File: config.mk
export PLATFORM = sky130hd
export DESIGN_NAME = servo_pwm_multi
export DESIGN_NICKNAME = d
export VERILOG_FILES = /design/src/rtl/servo_pwm_multi.sv
export SDC_FILE = /design/constraint.sdc
export NUM_CORES = 1
export LEC_CHECK = 0
export BUFFER_PORTS_ARGS = -buffer_cell sky130_fd_sc_hd__buf_2
export CORE_UTILIZATION = 57
export CTS_CLUSTER_DIAMETER = 50
export DETAILED_ROUTE_END_ITERATION = 6
export GPL_TIMING_DRIVEN = 1
export PLACE_DENSITY = 0.8
export SLEW_MARGIN = 5
export SYNTH_ARGS = -nofsm -noshare
export SYNTH_HDL_FRONTEND = slang
export SYNTH_SLANG_ARGS = --single-unit
export TNS_END_PERCENT = 30
File: constraint.sdc
create_clock -name clk -period 9.3 [get_ports clk]
set_input_delay 0.93 -clock clk [delete_from_list [all_inputs] [get_ports clk]]
set_output_delay 0.93 -clock clk [all_outputs]
set_load 0.05 [all_outputs]
File: src/rtl/servo_pwm_multi.sv
// rtl/servo_pwm_multi.sv - multi-channel servo PWM, shared angle-to-width divider
// Define SERVO_SLEW_EN to limit each frame's width change to SLEW_STEP cycles.
module servo_pwm_multi #(
    parameter int NUM_CH     = 4,
    parameter int CNT_W      = 20,
    parameter int PERIOD_CYC = 1000000,
    parameter int MIN_PULSE  = 50000,
    parameter int MAX_PULSE  = 100000,
    parameter int ANGLE_W    = 8,
    parameter int MAX_ANGLE  = 180,
    parameter int SLEW_STEP  = 1000,
    localparam int CH_W      = (NUM_CH > 1) ? $clog2(NUM_CH) : 1
) (
    input  logic               clk,
    input  logic               rst,
    input  logic               cmd_valid,
    output logic               cmd_ready,
    input  logic [CH_W-1:0]    cmd_ch,
    input  logic [ANGLE_W-1:0] cmd_angle,
    input  logic [NUM_CH-1:0]  enable,
    output logic [NUM_CH-1:0]  pwm_out,
    output logic               frame_start
);
    localparam int DW = ANGLE_W + CNT_W;
    localparam int RW = ANGLE_W + 1;
    localparam int SW = RW + 1;
    localparam int BW = $clog2(CNT_W + 1);

    localparam logic [CNT_W-1:0]   PERIOD_M1 = CNT_W'(PERIOD_CYC - 1);
    localparam logic [CNT_W-1:0]   MIN_W     = CNT_W'(MIN_PULSE);
    localparam logic [CNT_W-1:0]   STEP_W    = CNT_W'(SLEW_STEP);
    localparam logic [DW-1:0]      RANGE     = DW'(MAX_PULSE - MIN_PULSE);
    localparam logic [ANGLE_W-1:0] MAX_A     = ANGLE_W'(MAX_ANGLE);
    localparam logic [SW-1:0]      MAX_S     = SW'(MAX_ANGLE);
    localparam logic [BW-1:0]      LAST_BIT  = BW'(CNT_W - 1);

    if (NUM_CH < 1 || NUM_CH > 16 || MAX_PULSE >= PERIOD_CYC || MIN_PULSE > MAX_PULSE
        || MAX_ANGLE < 1 || SLEW_STEP < 1) begin : g_bad_cfg
        $error("servo_pwm_multi: illegal parameter set");
    end

    typedef enum logic [1:0] {S_IDLE, S_LOAD, S_DIV, S_WRITE} state_t;

    state_t              state_q, state_d;
    logic [CNT_W-1:0]    cnt_q, cnt_d;
    logic                wrap;
    logic                frame_start_q;
    logic [NUM_CH-1:0]   pwm_q, pwm_d;
    logic [CNT_W-1:0]    target_q [NUM_CH];
    logic [CNT_W-1:0]    active_q [NUM_CH];
    logic [CNT_W-1:0]    active_d [NUM_CH];
    logic [CH_W-1:0]     ch_q, ch_d;
    logic [ANGLE_W-1:0]  angle_q, angle_d;
    logic [RW-1:0]       rem_q, rem_d;
    logic [CNT_W-1:0]    quo_q, quo_d;
    logic [BW-1:0]       bit_q, bit_d;
    logic                wr_en;
    logic [DW-1:0]       prod;
    logic [SW-1:0]       shifted;

    always_comb begin
        wrap  = (cnt_q == PERIOD_M1);
        cnt_d = wrap ? '0 : cnt_q + 1'b1;
        for (int i = 0; i < NUM_CH; i++) begin
            pwm_d[i] = enable[i] && (cnt_q < active_q[i]);
`ifdef SERVO_SLEW_EN
            if (target_q[i] > active_q[i]) begin
                active_d[i] = (target_q[i] - active_q[i] <= STEP_W) ? target_q[i]
                                                                     : active_q[i] + STEP_W;
            end else begin
                active_d[i] = (active_q[i] - target_q[i] <= STEP_W) ? target_q[i]
                                                                     : active_q[i] - STEP_W;
            end
`else
            active_d[i] = target_q[i];
`endif
        end
    end

    // Restoring divide: the high ANGLE_W product bits are already < MAX_ANGLE,
    // so they seed the remainder and only CNT_W quotient bits remain to be formed.
    always_comb begin
        state_d = state_q;
        ch_d    = ch_q;
        angle_d = angle_q;
        rem_d   = rem_q;
        quo_d   = quo_q;
        bit_d   = bit_q;
        wr_en   = 1'b0;
        prod    = DW'(angle_q) * RANGE;
        shifted = {rem_q, quo_q[CNT_W-1]};
        case (state_q)
            S_IDLE: begin
                if (cmd_valid) begin
                    ch_d    = cmd_ch;
                    angle_d = (cmd_angle > MAX_A) ? MAX_A : cmd_angle;
                    state_d = S_LOAD;
                end
            end
            S_LOAD: begin
                rem_d   = {1'b0, prod[DW-1:CNT_W]};
                quo_d   = prod[CNT_W-1:0];
                bit_d   = '0;
                state_d = S_DIV;
            end
            S_DIV: begin
                if (shifted >= MAX_S) begin
                    rem_d = RW'(shifted - MAX_S);
                    quo_d = {quo_q[CNT_W-2:0], 1'b1};
                end else begin
                    rem_d = RW'(shifted);
                    quo_d = {quo_q[CNT_W-2:0], 1'b0};
                end
                bit_d = bit_q + 1'b1;
                if (bit_q == LAST_BIT) state_d = S_WRITE;
            end
            S_WRITE: begin
                wr_en   = 1'b1;
                state_d = S_IDLE;
            end
            default: state_d = S_IDLE;
        endcase
    end

    always_ff @(posedge clk or posedge rst) begin
        if (rst) begin
            state_q       <= S_IDLE;
            cnt_q         <= '0;
            frame_start_q <= 1'b0;
            pwm_q         <= '0;
            ch_q          <= '0;
            angle_q       <= '0;
            rem_q         <= '0;
            quo_q         <= '0;
            bit_q         <= '0;
            for (int i = 0; i < NUM_CH; i++) begin
                target_q[i] <= MIN_W;
                active_q[i] <= MIN_W;
            end
        end else begin
            state_q       <= state_d;
            cnt_q         <= cnt_d;
            frame_start_q <= wrap;
            pwm_q         <= pwm_d;
            ch_q          <= ch_d;
            angle_q       <= angle_d;
            rem_q         <= rem_d;
            quo_q         <= quo_d;
            bit_q         <= bit_d;
            // Out-of-range channel indices match no i and are dropped here.
            for (int i = 0; i < NUM_CH; i++) begin
                if (wrap) active_q[i] <= active_d[i];
                if (wr_en && ch_q == CH_W'(i)) target_q[i] <= MIN_W + quo_q;
            end
        end
    end

    assign cmd_ready   = (state_q == S_IDLE);
    assign pwm_out     = pwm_q;
    assign frame_start = frame_start_q;
endmodule
==> results.yml <==
placed_design:
  hpwl_mm: 18.3
  place_congestion: 0.864
  postPlaceCellArea_mm2: 0.0129
  port-buffer-count: 22
hold_path:
  hold_path_class: "flop to flop"
  holdPathStages: 2
  min-delay-start: "active_d[40]"
  min_to: "active_q[40]"
logic_synthesis:
  synth_nets: 1457
  synthDistinctLibCells: 56
  synth_cells: 1291
  synth_top_cell_by_area: "dfrtp_1"
  async_flop_share_pct: 100
  yosys_register_bits: 231
  synth_edf_count: 0
  syn_area_per_cell_um2: 9.72
  syn_area_mm2: 0.0125
  yosys_warnings: 0
  synth_top_area_share_pct: 36.5
  ys_seq_area_share_pct: 46.6
  ys.flop_type: "dfrtp_1"
  synthTopCellsByArea: "dfrtp_1, ha_1, dfstp_2"
worst_setup_path:
  rr_startpoint: "angle_q[2]"
  worstPathRequired_ns: 9.72
  crit_type: "flop to flop"
  reg2reg_depth: 13
  crit_arrival_ns: 4.43
  r2r-end: "rem_q[2]"
  path_max_fanout: 5
  startpoint_type: "flop"
  critPathCaptureType: "flop"
  rrSetupSlack_ns: 5.28
global_routing:
  first_global_vias: 9287
  antenna_found_initial: 0
  grt_pass1_wl_mm: 45.6
  grt.overflow.total: 0
  grtUsageTotal_pct: 25.4
  grt_max_degree: 148
routing:
  drtAntennaViolNets: 0
  drt-wirelength-per-cell_um: 16.8
  dr.pass1.iters: 5
  vias_per_cell: 5.72
  route.detailed.drc: 0
  dr_total_vias: 9127
  drt_iter0_drc: 534
  routed_wl_mm: 26.8
clock_network:
  htree_levels: 1
  cts_sinks: 231
  clk_pin_slew_ns: 0.06
  cts_tree: "built"
  cts_made_buffers: 27
  cts_buffer_depth: 3
  cts_setup_buffers: 0
  clock_latency_ns: 0.55
  root_buffer: "clkbuf_16"
  postCtsResizedCells: 0
  ctsHoldBuffers: 0
die:
  die_y_um: 150
  row_count: 53
  start_util_pct: 58.9
  dieArea_mm2: 0.0226
  io_pins: 23
  die_width_um: 150
  core_mm2: 0.0213
layout:
  antenna_cells: 0
  nets: 1467
  fillCellCount: 1678
  final_area_mm2: 0.0138
  layout_commonest_cell: "nand2_1"
  multiInputGateArea_mm2: 0.00613
  area_growth_pct: 10.1
  ff_latch_area_mm2: 0.00584
  drive_gt1_share_pct: 11.2
  mostFrequentLayoutCells: "nand2_1, o21ai_0, dfrtp_1"
timing:
  slew_headroom_pct: 31.4
  finalHoldViolCount: 0
  slew_violations: 0
  rsz0062_at_grt: "false"
  skew_ns: 0.0212
  setup_viol: 0
  setup_tns_ns: 0
  whs_ns: 0.460
  worst_slew_pin_slew_ns: 1.03
  finalCriticalPeriod_ns: 4.02
  fmax_mhz: 249
  min_period_over_period_pct: 43.2
job:
  drv_cap: 0
run_status:
  outcome: "finished, final reports clean"
power_and_ir_drop:
  total_power_mw: 5.28
  vdd_drop_max_mv: 0.738
  p_leak_nw: 6.55
  p_per_area_mw_per_mm2: 382
-- cell families (layout without fill, tap and decap cells) --
group | count (synthesis) | after routing | synth area share (%)
xor+xnor | 44 | 44 | 3.07
fa+ha+maj | 149 | 149 | 15.6
compound gates | 333 | 333 | 15.5
flops | 231 | 231 | 46.6
simple gates | 365 | 365 | 13.1
buf+inv | 152 | 183 | 4.66
mux | 17 | 17 | 1.45
-- critical path, stage by stage, from the launching register on --
cell,delay [ns]
dfrtp_1,0.44
ha_1,0.35
ha_1,0.29
inv_1,0.05
fa_1,0.50
inv_1,0.06
fa_1,0.47
ha_1,0.35
nor2b_1,0.18
o2111ai_1,0.24
nand2_1,0.17
a311oi_1,0.37
nor4_1,0.09
o32a_1,0.34
-- state kept, by name (all words and copies together), names as in the netlist --
register / cells
rem_q: 9
ch_q: 2
pwm_out: 4
state_q: 2
active_d: 80
cnt_q: 20
active_q: 80
frame_start: 1
bit_q: 5
quo_q: 20
angle_q: 8
-- per-stage QoR --
step / utilization (%) / cells / setup slack [ns]
after CTS: 64.9 / 1597 / 5.28
after detailed placement: 60.5 / 1547 / 5.30
after global placement: 60.5 / 1547 / 5.41
after global routing: 64.9 / 1597 / 5.13
final: 64.9 / 1597 / 5.28
after floorplan: - / 1291 / 2.12
-- report_power, final --
group | internal (mW) | leakage, nW | total (mW) | switching, mW
logic | 1.13 | 3.17 | 2.78 | 1.65
registers | 1.25 | 2.92 | 1.42 | 0.173
clock network | 0.645 | 0.465 | 1.08 | 0.436
-- synth_stat cells, types with 7 or more instances --
library cell and count:
a21o_1 45, a21oi_1 41, a31oi_1 11, and3_1 9, buf_1 7, buf_2 11, clkbuf_1 30, dfrtp_1 183
dfstp_2 48, fa_1 12, ha_1 137, inv_1 104, mux2_2 9, mux2i_1 8, nand2_1 208, nand2b_1 12
nand3_1 24, nand4_1 18, nor2_1 52, nor2b_1 10, o21ai_0 186, xnor2_1 18, xor2_1 26
-- worst max path at each step --
stage	startpoint	to	slack [ns]	cells past startpoint
detailed placement	angle_q[2]	rem_q[2]	5.30	13
floorplan	rst	active_d[0]	2.12	1
CTS	angle_q[2]	rem_q[2]	5.28	13
finish	angle_q[2]	rem_q[2]	5.28	13
global route	angle_q[2]	rem_q[2]	5.13	13
global placement	angle_q[2]	rem_q[2]	5.41	13
-- metal layers --
metal  track usage (%)  wire length, um  vias to the layer above
li1                  -                -                     4454
met1              33.3            11900                     4423
met2              43.2            12900                      199
met3              4.15             1350                       51
met4              7.58              636                        0
met5                 0                0                        -
-- final cells by class --
class | instances | area share (%)
clock inverter | 13 | 0.942
inverter | 104 | 2.88
clock buffer | 37 | 5.84
sequential | 231 | 42.3
timing repair buffer | 29 | 1.18
multi-input combinational | 908 | 44.4
tap | 275 | 2.49
Power figures use the tool's default switching activity.
